### src/rtl/ps2_device_if.sv
// ps2_device_if
//   Core-side handshake bundle between the PS/2 device block and the
//   emulated keyboard/mouse core.
//   master modport: the emulated-device core (drives tx_data/tx_valid)
//   slave modport : ps2_device itself
//   Signals:
//     tx_data  [7:0]  byte to send to the host
//     tx_valid        tx_data valid, accepted when tx_valid & tx_ready
//     tx_ready        no byte pending and the link FSM is idle
//     tx_done         1-cycle pulse, pending byte fully sent
//     rx_data  [7:0]  last host byte received
//     rx_valid        1-cycle pulse, rx_data updated
//     rx_err          1-cycle pulse, host frame error
//     busy            link FSM not idle
interface ps2_device_if;
  logic [7:0] tx_data;
  logic       tx_valid;
  logic       tx_ready;
  logic       tx_done;
  logic [7:0] rx_data;
  logic       rx_valid;
  logic       rx_err;
  logic       busy;

  modport master (
    output tx_data, tx_valid,
    input  tx_ready, tx_done, rx_data, rx_valid, rx_err, busy
  );

  modport slave (
    input  tx_data, tx_valid,
    output tx_ready, tx_done, rx_data, rx_valid, rx_err, busy
  );
endinterface

### src/rtl/ps2_device.sv
// ps2_device
//   Device end of a PS/2 link (keyboard/mouse emulator). Generates the PS/2
//   clock, sends bytes to the host and receives host commands after a
//   request-to-send, acknowledging them. Pads are open collector: a *_q of 1
//   pulls the line low, *_d inputs are the raw pad levels.
// Parameters:
//   HALF_CYC  clk cycles per PS/2 clock half-period
//   IDLE_CYC  clk cycles both lines must be high before a transmission starts
// Ports:
//   clk, rst_n             system clock, synchronous active-low reset
//   ps2_clk_d, ps2_data_d  pad levels (asynchronous, double-flopped here)
//   ps2_clk_q, ps2_data_q  registered pull-low enables for the pads
//   bus                    ps2_device_if.slave core-side handshake bundle
// Configuration:
//   PS2_DEV_PARITY_CHECK_EN  when defined, a received frame with even parity
//   is still ACKed but reported through rx_err instead of rx_valid.
module ps2_device #(
  parameter int HALF_CYC = 2000,
  parameter int IDLE_CYC = 2500
) (
  input  logic         clk,
  input  logic         rst_n,
  input  logic         ps2_clk_d,
  input  logic         ps2_data_d,
  output logic         ps2_clk_q,
  output logic         ps2_data_q,
  ps2_device_if.slave  bus
);

  localparam int MAX_CYC = (HALF_CYC > IDLE_CYC) ? HALF_CYC : IDLE_CYC;
  localparam int CW      = $clog2(MAX_CYC) + 1;
  localparam logic [CW-1:0] HALF_LAST = CW'(HALF_CYC - 1);
  localparam logic [CW-1:0] IDLE_MAX  = CW'(IDLE_CYC);
  localparam logic [CW-1:0] GRACE     = CW'(2);
  localparam logic [CW-1:0] ONE       = CW'(1);

`ifdef PS2_DEV_PARITY_CHECK_EN
  localparam bit PARITY_EN = 1'b1;
`else
  localparam bit PARITY_EN = 1'b0;
`endif

  typedef enum logic [3:0] {
    IDLE, TX_HI, TX_LO, TX_END, RX_LO, RX_HI, RX_ACK_LO, RX_ACK_HI, RX_FLUSH
  } state_t;

  state_t        state, state_nxt;
  logic [CW-1:0] cnt, cnt_nxt, idle_cnt;
  logic [3:0]    bit_idx, bit_nxt;
  logic          clk_meta, data_meta, clk_s, data_s;
  logic          pending, pending_nxt;
  logic [7:0]    tx_hold, rx_data_r;
  logic [8:0]    rx_shift;
  logic [10:0]   tx_frame;
  logic          phase_end, host_hold, accept, sample_en;
  logic          parity_ok, frame_ok, tx_fin, rx_fin, flush_exit;
  logic          clk_q_n, data_q_n, tx_ready_n, busy_n;
  logic          tx_ready_r, tx_done_r, rx_valid_r, rx_err_r, busy_r;

  // Two-flop synchronisers for the pad levels.
  always_ff @(posedge clk) begin
    if (!rst_n) begin
      clk_meta  <= 1'b0;
      clk_s     <= 1'b0;
      data_meta <= 1'b0;
      data_s    <= 1'b0;
    end else begin
      clk_meta  <= ps2_clk_d;
      clk_s     <= clk_meta;
      data_meta <= ps2_data_d;
      data_s    <= data_meta;
    end
  end

  // Bus-idle timer: saturates so a long idle bus keeps TX permission.
  always_ff @(posedge clk) begin
    if (!rst_n)
      idle_cnt <= '0;
    else if (clk_s && data_s) begin
      if (idle_cnt != IDLE_MAX)
        idle_cnt <= idle_cnt + ONE;
    end else
      idle_cnt <= '0;
  end

  assign phase_end = (cnt == HALF_LAST);
  // The first two cycles of a HIGH phase still show our own pull-low
  // through the synchroniser, so a low clock then is not the host.
  assign host_hold = (cnt >= GRACE) && !clk_s;
  assign accept    = bus.tx_valid && tx_ready_r;
  assign tx_frame  = {1'b1, ~^tx_hold, tx_hold, 1'b0};
  assign parity_ok = ^rx_shift;
  assign frame_ok  = parity_ok || !PARITY_EN;
  assign tx_fin    = (state == TX_END) && phase_end;
  assign rx_fin    = (state == RX_ACK_HI) && phase_end && !host_hold;
  assign flush_exit = (state == RX_FLUSH) && phase_end && bit_idx[0] && data_s;
  assign sample_en = (state == RX_HI) && phase_end && !host_hold && (bit_idx != 4'd9);

  // State register.
  always_ff @(posedge clk) begin
    if (!rst_n) begin
      state   <= IDLE;
      cnt     <= '0;
      bit_idx <= '0;
    end else begin
      state   <= state_nxt;
      cnt     <= cnt_nxt;
      bit_idx <= bit_nxt;
    end
  end

  // Next-state logic. In IDLE, cnt is a short settle timer so that data
  // we just released (after an ACK) is not mistaken for a host RTS.
  always_comb begin
    state_nxt   = state;
    cnt_nxt     = phase_end ? '0 : cnt + ONE;
    bit_nxt     = bit_idx;
    pending_nxt = (pending || accept) && !tx_fin;
    case (state)
      IDLE: begin
        bit_nxt = '0;
        cnt_nxt = (cnt < GRACE) ? cnt + ONE : cnt;
        if (cnt >= GRACE) begin
          if (clk_s && !data_s) begin
            state_nxt = RX_LO;
            cnt_nxt   = '0;
          end else if (pending && (idle_cnt == IDLE_MAX)) begin
            state_nxt = TX_HI;
            cnt_nxt   = '0;
          end
        end
      end
      TX_HI: begin
        if (host_hold) begin
          state_nxt = IDLE;
          cnt_nxt   = '0;
        end else if (phase_end)
          state_nxt = TX_LO;
      end
      TX_LO: begin
        if (phase_end) begin
          if (bit_idx == 4'd10)
            state_nxt = TX_END;
          else begin
            bit_nxt   = bit_idx + 4'd1;
            state_nxt = TX_HI;
          end
        end
      end
      TX_END: begin
        if (phase_end)
          state_nxt = IDLE;
      end
      RX_LO: begin
        if (phase_end)
          state_nxt = RX_HI;
      end
      RX_HI: begin
        if (host_hold) begin
          state_nxt = IDLE;
          cnt_nxt   = '0;
        end else if (phase_end) begin
          if (bit_idx == 4'd9) begin
            bit_nxt   = '0;
            state_nxt = data_s ? RX_ACK_LO : RX_FLUSH;
          end else begin
            bit_nxt   = bit_idx + 4'd1;
            state_nxt = RX_LO;
          end
        end
      end
      RX_ACK_LO: begin
        if (phase_end)
          state_nxt = RX_ACK_HI;
      end
      RX_ACK_HI: begin
        if (host_hold) begin
          state_nxt = IDLE;
          cnt_nxt   = '0;
        end else if (phase_end)
          state_nxt = IDLE;
      end
      RX_FLUSH: begin
        // bit_idx[0] tracks LOW (0) / HIGH (1) while clocking out a bad frame.
        if (phase_end) begin
          if (bit_idx[0] && data_s)
            state_nxt = IDLE;
          else
            bit_nxt = bit_idx ^ 4'd1;
        end
      end
      default: state_nxt = IDLE;
    endcase
  end

  // Output logic, decoded from the upcoming state so the registered pad
  // drives change on the same edge as the state.
  always_comb begin
    clk_q_n    = 1'b0;
    data_q_n   = 1'b0;
    busy_n     = (state_nxt != IDLE);
    tx_ready_n = (state_nxt == IDLE) && !pending_nxt;
    case (state_nxt)
      TX_HI:     data_q_n = ~tx_frame[bit_nxt];
      TX_LO: begin
        clk_q_n  = 1'b1;
        data_q_n = ~tx_frame[bit_nxt];
      end
      RX_LO:     clk_q_n = 1'b1;
      RX_ACK_LO: begin
        clk_q_n  = 1'b1;
        data_q_n = 1'b1;
      end
      RX_ACK_HI: data_q_n = 1'b1;
      RX_FLUSH:  clk_q_n = ~bit_nxt[0];
      default: begin
        clk_q_n  = 1'b0;
        data_q_n = 1'b0;
      end
    endcase
  end

  // Datapath: pending byte, receive shifter, received byte.
  always_ff @(posedge clk) begin
    if (!rst_n) begin
      pending   <= 1'b0;
      tx_hold   <= '0;
      rx_shift  <= '0;
      rx_data_r <= '0;
    end else begin
      pending <= pending_nxt;
      if (accept)
        tx_hold <= bus.tx_data;
      if (sample_en)
        rx_shift <= {data_s, rx_shift[8:1]};
      if (rx_fin && frame_ok)
        rx_data_r <= rx_shift[7:0];
    end
  end

  // Registered outputs.
  always_ff @(posedge clk) begin
    if (!rst_n) begin
      ps2_clk_q  <= 1'b0;
      ps2_data_q <= 1'b0;
      tx_ready_r <= 1'b0;
      tx_done_r  <= 1'b0;
      rx_valid_r <= 1'b0;
      rx_err_r   <= 1'b0;
      busy_r     <= 1'b0;
    end else begin
      ps2_clk_q  <= clk_q_n;
      ps2_data_q <= data_q_n;
      tx_ready_r <= tx_ready_n;
      tx_done_r  <= tx_fin;
      rx_valid_r <= rx_fin && frame_ok;
      rx_err_r   <= (rx_fin && !frame_ok) || flush_exit;
      busy_r     <= busy_n;
    end
  end

  assign bus.tx_ready = tx_ready_r;
  assign bus.tx_done  = tx_done_r;
  assign bus.rx_data  = rx_data_r;
  assign bus.rx_valid = rx_valid_r;
  assign bus.rx_err   = rx_err_r;
  assign bus.busy     = busy_r;

endmodule
### src/flat_wrapper.sv
// flat-port wrapper written by rule: the top's interface ports become plain ports
module ps2_device_flat 
#(
  parameter int HALF_CYC = 2000,
  parameter int IDLE_CYC = 2500
)
  (clk, rst_n, ps2_clk_d, ps2_data_d, ps2_clk_q, ps2_data_q, bus_tx_data, bus_tx_valid, bus_tx_ready, bus_tx_done, bus_rx_data, bus_rx_valid, bus_rx_err, bus_busy);
  ps2_device_if bus_i ();
  input  logic clk;
  input  logic rst_n;
  input  logic ps2_clk_d;
  input  logic ps2_data_d;
  output logic ps2_clk_q;
  output logic ps2_data_q;
  input wire logic [$bits(bus_i.tx_data)-1:0] bus_tx_data;
  input wire logic [$bits(bus_i.tx_valid)-1:0] bus_tx_valid;
  output wire logic [$bits(bus_i.tx_ready)-1:0] bus_tx_ready;
  output wire logic [$bits(bus_i.tx_done)-1:0] bus_tx_done;
  output wire logic [$bits(bus_i.rx_data)-1:0] bus_rx_data;
  output wire logic [$bits(bus_i.rx_valid)-1:0] bus_rx_valid;
  output wire logic [$bits(bus_i.rx_err)-1:0] bus_rx_err;
  output wire logic [$bits(bus_i.busy)-1:0] bus_busy;
  assign bus_i.tx_data = bus_tx_data;
  assign bus_i.tx_valid = bus_tx_valid;
  assign bus_tx_ready = bus_i.tx_ready;
  assign bus_tx_done = bus_i.tx_done;
  assign bus_rx_data = bus_i.rx_data;
  assign bus_rx_valid = bus_i.rx_valid;
  assign bus_rx_err = bus_i.rx_err;
  assign bus_busy = bus_i.busy;
  ps2_device #(.HALF_CYC(HALF_CYC), .IDLE_CYC(IDLE_CYC)) u_core (.clk(clk), .rst_n(rst_n), .ps2_clk_d(ps2_clk_d), .ps2_data_d(ps2_data_d), .ps2_clk_q(ps2_clk_q), .ps2_data_q(ps2_data_q), .bus(bus_i));
endmodule
### config.mk
export PLATFORM = sky130hd
export DESIGN_NAME = ps2_device_flat
export DESIGN_NICKNAME = d
export VERILOG_FILES = /design/src/rtl/ps2_device_if.sv /design/src/rtl/ps2_device.sv /design/src/flat_wrapper.sv
export SDC_FILE = /design/constraint.sdc
export NUM_CORES = 1
export LEC_CHECK = 0
export ABC_AREA = 0
export CORE_AREA = 2 2 66 115
export CTS_CLUSTER_DIAMETER = 60
export DETAILED_ROUTE_END_ITERATION = 8
export DIE_AREA = 0 0 68 117
export MAX_ROUTING_LAYER = met4
export PLACE_DENSITY = 0.75
export RECOVER_POWER = 100
export REMOVE_ABC_BUFFERS = 1
export SLEW_MARGIN = 15
export SYNTH_ARGS = -nofsm -noshare
export SYNTH_HDL_FRONTEND = slang
export SYNTH_SLANG_ARGS = --single-unit
### constraint.sdc
create_clock -name clk -period 3.16 [get_ports clk]
set_input_delay 0.632 -clock clk [delete_from_list [all_inputs] [get_ports clk]]
set_output_delay 0.632 -clock clk [all_outputs]
set_load 0.02 [all_outputs]
==> metrics, run 1 <==
outcome completed; Post-DP Area 0.00407 mm2; final instance area 0.00434 mm2; DRC viols 0; vias per cell 5.96; Antenna diodes 0; total congestion overflow 0; Max Clk Rate 336 MHz; worst-skew pair later-pin latency 0.33 ns; Synth Warn # 0; Root Buffer clkbuf_16; die width 68 um; Bufs on Longest Clock Path 2; Ports 28; Placement Rows 41; Post-Syn Area 0.00366 mm2; initial antenna violation count 0; # Post-CTS Setup Buffers 0; Starting Density 51.7%; Slew @ Worst Pin 1.04 ns; Max Cap Viol 0; final setup TNS 0 ns; Worst setup SP type flip-flop; Critical Path Stages 8; Fin. Hold Viols 0; Leak 1.52 nW; Worst Hold Depth 1; slowest CP cell or4_4; Worst slew margin 30.2%; layout cells sized above 1 10.1%; register area share after synthesis 38.8%; HPWL after DPL 6770 um; hold buffer count at CTS 0; Reg area 0.00142 mm2; gr usage total 26.3%; Total Wirelength 9160 um; Clock transition at path regs 0.06 ns; first-pass GRT wire length 15300 um; final net count 500; Min-Delay Path Class reg -> reg; Routed Antenna Nets 0; Final Skew 0.00205 ns; CTS sink cnt 71; Hold EP u_core.clk_s; CTS H-Tree Depth 3; Area growth, synth to finish 18.5%; Yosys cell types 65; total number of vias 3406; r2r startpoint u_core.cnt[5]; Seq cells post-synth 71; PwrDens 521 mW/mm2; required time worst endpoint 3.37 ns; Core Area 0.00708 mm2; Hold Crit Start u_core.clk_meta; Worst Path Arrival 3.19 ns; CTS tree yes; GP Congestion 0.955; Avg Cell Area, Syn 8.21 um2; Cells after Synth 446; sum of buffers and inverters on the critical path 0; endpoints failing setup 0; area of the multi-input gates 0.00210 mm2; DR WL/cell 16.0 um; Post-synth top flop dfxtp_1; height of the die 117 um; max-slew violation count 0; IO Port Bufs 27; drt first pass iters 4; critical path capture point type flip-flop; Critical Path, Cell by Cell or4_4 -> o41a_4 -> o31ai_1 -> a31oi_1 -> a221oi_2 -> o21ai_0 -> a221oi_1 -> a22oi_2; Reg2Reg Depth 8; minimum clock period 2.97 ns; Post-CTS Resized 0; Tcrit/Tclk final 94.1%; largest net degree at the start of global routing 43; number of synthesized flops with an enable pin 0; First DRT Iteration DRCs 282; CTS Buf Count 9; r2r setup slk 0.19 ns; fillcell total 654; Worst R2R End u_core.ps2_data_q; vias in the first global route 3364; RSZ-0062 raised after global routing no; crit-path leading delay family compound AO/OA/AOI/OAI gates; worst setup path class reg -> reg; Post-synth ARST share 0%; Die ar. 0.00796 mm2; VDD IR-drop max 0.000354 V; CP peak stage delay 0.62 ns; crit path max fanout 8
-- synth_stat cells, types with 2 or more instances --
library cell / number / share of area [%]
a211oi_1: 4 / 0.82
a21oi_1: 36 / 4.9
a221oi_1: 2 / 0.48
a22oi_1: 2 / 0.41
a31oi_1: 3 / 0.51
a41oi_1: 2 / 0.48
and2_1: 9 / 1.5
and3_1: 4 / 0.68
and3b_1: 2 / 0.48
buf_6: 3 / 0.92
clkbuf_1: 18 / 1.8
dfxtp_1: 71 / 39
ha_1: 7 / 2.4
inv_1: 9 / 0.92
mux2i_1: 13 / 3.6
nand2_1: 58 / 5.9
nand2b_1: 2 / 0.34
nand3_1: 25 / 3.4
nand3b_1: 2 / 0.41
nand4_1: 4 / 0.68
nor2_1: 55 / 5.6
nor2b_1: 3 / 0.51
nor3_1: 16 / 2.2
nor3_2: 2 / 0.55
nor4_1: 3 / 0.51
o211ai_1: 2 / 0.41
o21a_1: 3 / 0.62
o21ai_0: 12 / 1.6
o21ai_1: 2 / 0.27
o221ai_1: 2 / 0.48
o31ai_1: 3 / 0.62
or2_2: 3 / 0.51
or3_1: 11 / 1.9
or4_1: 5 / 1.0
or4b_2: 3 / 0.82
xnor2_1: 10 / 2.4
xor2_1: 7 / 1.7
-- cell usage in the layout (no fill, tap or decap), drive strengths merged, types with 3 or more instances in the layout --
cell type	n
nor3	18
a31oi	3
or2	3
dlygate4sd3	17
o21ai	14
dfxtp	71
nor2	55
nor2b	3
o31ai	3
a211oi	5
nand2	58
clkbuf	12
and2	9
buf	15
or4	6
a22oi	3
ha	7
and3	4
xor2	7
or3	11
clkinv	6
or4b	4
o21a	3
xnor2	10
mux2i	13
a21oi	36
nand4	4
inv	10
nor4	5
nand3	25
clkdlybuf4s50	10
-- sequential cells by signal, summed over array words and instances (netlist names), 4 cells and up --
register,flops
u_core.idle_cnt,13
u_core.bit_idx,4
u_core.tx_hold,8
u_core.cnt,13
u_core.bus.rx_data,8
u_core.rx_shift,9
u_core.state,4
-- per-layer routing --
layer | GRT usage (%) | part of all wire [%] | vias up
met2 | 45.1 | 55 | 123
met5 | - | 0 | -
li1 | - | - | 1658
met4 | 17.1 | 5.3 | 0
met1 | 25.8 | 35 | 1588
met3 | 5.74 | 4.2 | 37
-- cells by family after synthesis --
family,share of synthesized area [%]
buffers and inverters,3.90
multiplexers,3.96
AO/OA/AOI/OAI,17.2
XOR/XNOR,4.07
AND/OR/NAND/NOR,29.7
flip-flops,38.8
adder cells (fa/ha/maj),2.39
-- report_power, final --
group	leakage (nW)	internal, mW	total, mW	switching (mW)
registers	0.574	0.927	0.968	0.0412
clock network	0.136	0.531	0.922	0.391
logic	0.812	0.158	0.373	0.215
-- worst max path at each step --
stage / start / slack (ns) / end
global route: u_core.cnt[1] / 0.03 / u_core.ps2_data_q
detailed placement: u_core.cnt[5] / 0.14 / u_core.ps2_data_q
floorplan: u_core.cnt[4] / -0.14 / u_core.ps2_data_q
CTS: u_core.cnt[5] / 0.05 / u_core.ps2_data_q
global placement: u_core.cnt[5] / 0.19 / u_core.ps2_data_q
finish: u_core.cnt[5] / 0.19 / u_core.ps2_data_q
-- metrics by stage --
step	setup WS [ns]	hold slack [ns]	std cells	utilization [%]	power, mW
after global routing	0.0344	0.474	571	61.3	2.35
after detailed placement	0.138	0.428	555	57.5	1.36
after CTS	0.0459	0.445	571	61.3	2.28
final	0.186	0.440	571	61.3	2.26
after floorplan	-0.137	0.412	424	-	1.23
after global placement	0.193	0.425	555	57.5	1.35
-- final cells by class --
cell class              instances  share of cell area (%)
clock buffers                   9                    5.19
clock inverters                 7                    1.12
inverters                      10                   0.865
multi-input cells             343                    48.5
flip-flops and latches         71                    32.8
well taps                      86                    2.48
repair buffers                 45                    9.08
Power figures use the tool's default switching activity.
==> run 2, diff against run 1 <==
--- a/config.mk
+++ b/config.mk
@@ -10,6 +10,7 @@
 export CTS_CLUSTER_DIAMETER = 60
 export DETAILED_ROUTE_END_ITERATION = 8
 export DIE_AREA = 0 0 68 117
+export GPL_TIMING_DRIVEN = 0
 export MAX_ROUTING_LAYER = met4
 export PLACE_DENSITY = 0.75
 export RECOVER_POWER = 100
==> run 2 against run 1 <==
  * Combinational power about the same
  * Largest cell class unchanged
  * Non-clock buffer count decreased by 15
  * Clock-buffer cell count grew 3
  * Fmax down 2.9%
  * Critical path type unchanged
==> metrics, run 2 (synthesis results as in run 1) <==
First DRT Iteration DRCs 217; area of the multi-input gates 0.00215 mm2; max-slew violation count 0; CTS tree yes; Fin. Hold Viols 0; first-pass GRT wire length 14200 um; Worst Hold Depth 1; height of the die 117 um; required time worst endpoint 3.42 ns; largest registers u_core.cnt: 13 flops, u_core.idle_cnt: 13 flops, u_core.rx_shift: 9 flops; Starting Density 51.7%; Slew @ Worst Pin 0.858 ns; final setup TNS 0 ns; minimum clock period 3.06 ns; sum of buffers and inverters on the critical path 0; Total Wirelength 8520 um; Bufs on Longest Clock Path 2; Clock transition at path regs 0.05 ns; initial antenna violation count 0; Leak 1.50 nW; Worst R2R End u_core.ps2_data_q; CTS Buf Count 9; worst setup path class reg -> reg; Routed Antenna Nets 0; Int Pwr 1.79 mW; layout cells sized above 1 8.96%; crit path launch u_core.cnt[4]; Top Usage Layer GRT met2; Tcrit/Tclk final 96.9%; Min-Delay Path Class reg -> reg; final instance area 0.00433 mm2; r2r setup slk 0.1 ns; CP peak stage delay 0.65 ns; slowest CP cell or4_4; Net Switching 0.622 mW; crit-path leading delay family compound AO/OA/AOI/OAI gates; PwrDens 557 mW/mm2; Placement Rows 41; hold buffer count at CTS 0; Worst setup SP type flip-flop; CTS sink cnt 71; Final Skew 0.00408 ns; Root Buffer clkbuf_16; VDD IR-drop max 0.000363 V; DR WL/cell 15.4 um; Reg2Reg Depth 8; final net count 485; Hold Crit Start u_core.clk_meta; Max Clk Rate 327 MHz; Core Area 0.00708 mm2; Flop pwr share 40.2%; GRT met1 Usage 23.7%; drt first pass iters 5; DRC viols 0; die width 68 um; total number of vias 3360; total congestion overflow 0; most frequent cells in the layout 70 x dfxtp_1, 58 x nand2_1, 53 x nor2_1, 36 x a21oi_1, 25 x nand3_1; Die ar. 0.00796 mm2; Area growth, synth to finish 18.2%; largest net degree at the start of global routing 44; commonest non-fill, non-tap cell in the layout dfxtp_1; worst-skew pair later-pin latency 0.33 ns; CTS H-Tree Depth 3; Post-DP Area 0.00393 mm2; crit path max fanout 9; Worst Path Arrival 3.32 ns; vias per cell 6.05; fillcell total 629; r2r startpoint u_core.cnt[4]; met2 GRT Util 42.5%; sw frac 25.8%; Worst slew margin 42.3%; endpoints failing setup 0; GR met3 Demand/Resource 5.16%; critical path capture point type flip-flop; IO Port Bufs 27; combinational share of power 15.5%; Hold EP u_core.clk_s; Max Cap Viol 0; Antenna diodes 0; gr usage total 24.2%; Reg area 0.00142 mm2; Critical Path, Cell by Cell or4_4 -> o41a_4 -> nor2_2 -> nand2_1 -> a211oi_4 -> xor2_1 -> a211o_1 -> a22oi_2; HPWL after DPL 6050 um; Ports 28; clock network power share 44.3%; outcome completed; vias in the first global route 3192; GP Congestion 0.972
-- run 2: layer usage --
| layer | part of all wire, % | up-vias |
|---|---|---|
| met4 | 5.2 | 0 |
| met1 | 38 | 1590 |
| met3 | 4.4 | 38 |
| li1 | - | 1630 |
| met5 | 0 | - |
| met2 | 52 | 102 |
-- run 2: power groups by stage --
| stage | clock network, mW | logic, mW | registers [mW] |
|---|---|---|---|
| final | 1.07 | 0.373 | 0.971 |
| after global routing | 1.13 | 0.408 | 0.975 |
| after detailed placement | 0 | 0.338 | 0.989 |
| after global placement | 0 | 0.337 | 0.987 |
| after CTS | 1.08 | 0.344 | 0.970 |
| after floorplan | 0 | 0.244 | 0.983 |
-- run 2: area by class of cell --
| type | count | share of cell area (%) |
|---|---|---|
| clock buffer | 12 | 5.70 |
| sequential | 71 | 32.9 |
| multi-input combinational | 343 | 49.7 |
| inverter | 10 | 0.896 |
| tap | 86 | 2.49 |
| timing repair buffer | 30 | 6.77 |
| clock inverter | 3 | 1.56 |
-- run 2: how the worst max path moves through the flow --
stage | to | slack, ns | cells after the start
2_1_floorplan | u_core.ps2_data_q | -0.14 | 7
3_3_place_gp | u_core.ps2_data_q | -0.71 | 5
3_5_place_dp | u_core.ps2_data_q | -0.66 | 5
4_1_cts | u_core.ps2_data_q | 0.003 | 8
5_1_grt | u_core.ps2_data_q | -0.004 | 8
6_report | u_core.ps2_data_q | 0.1 | 8
-- run 2: per-stage QoR --
stage	instances	power [mW]	util, %	worst slack, ns	hold slack [ns]
finish	555	2.41	61.1	0.0988	0.435
global route	555	2.51	61.1	-0.00353	0.471
CTS	553	2.40	60.3	0.00296	0.440
detailed placement	537	1.33	55.6	-0.664	0.426
global placement	537	1.32	55.6	-0.705	0.422
floorplan	424	1.23	-	-0.137	0.412
-- run 2: repair_timing --
item	CTS	global route
pin swaps	1	1
gates resized for setup	4	8
cloned	0	0
setup buffers	1	2
setup endpoints to repair	5	10
-- run 2: worst reg2reg max path, stage by stage (launching register included) --
cell and delay, ns:
dfxtp_1 0.39, or4_4 0.65, o41a_4 0.56, nor2_2 0.23, nand2_1 0.16, a211oi_4 0.41
xor2_1 0.12, a211o_1 0.30, a22oi_2 0.17
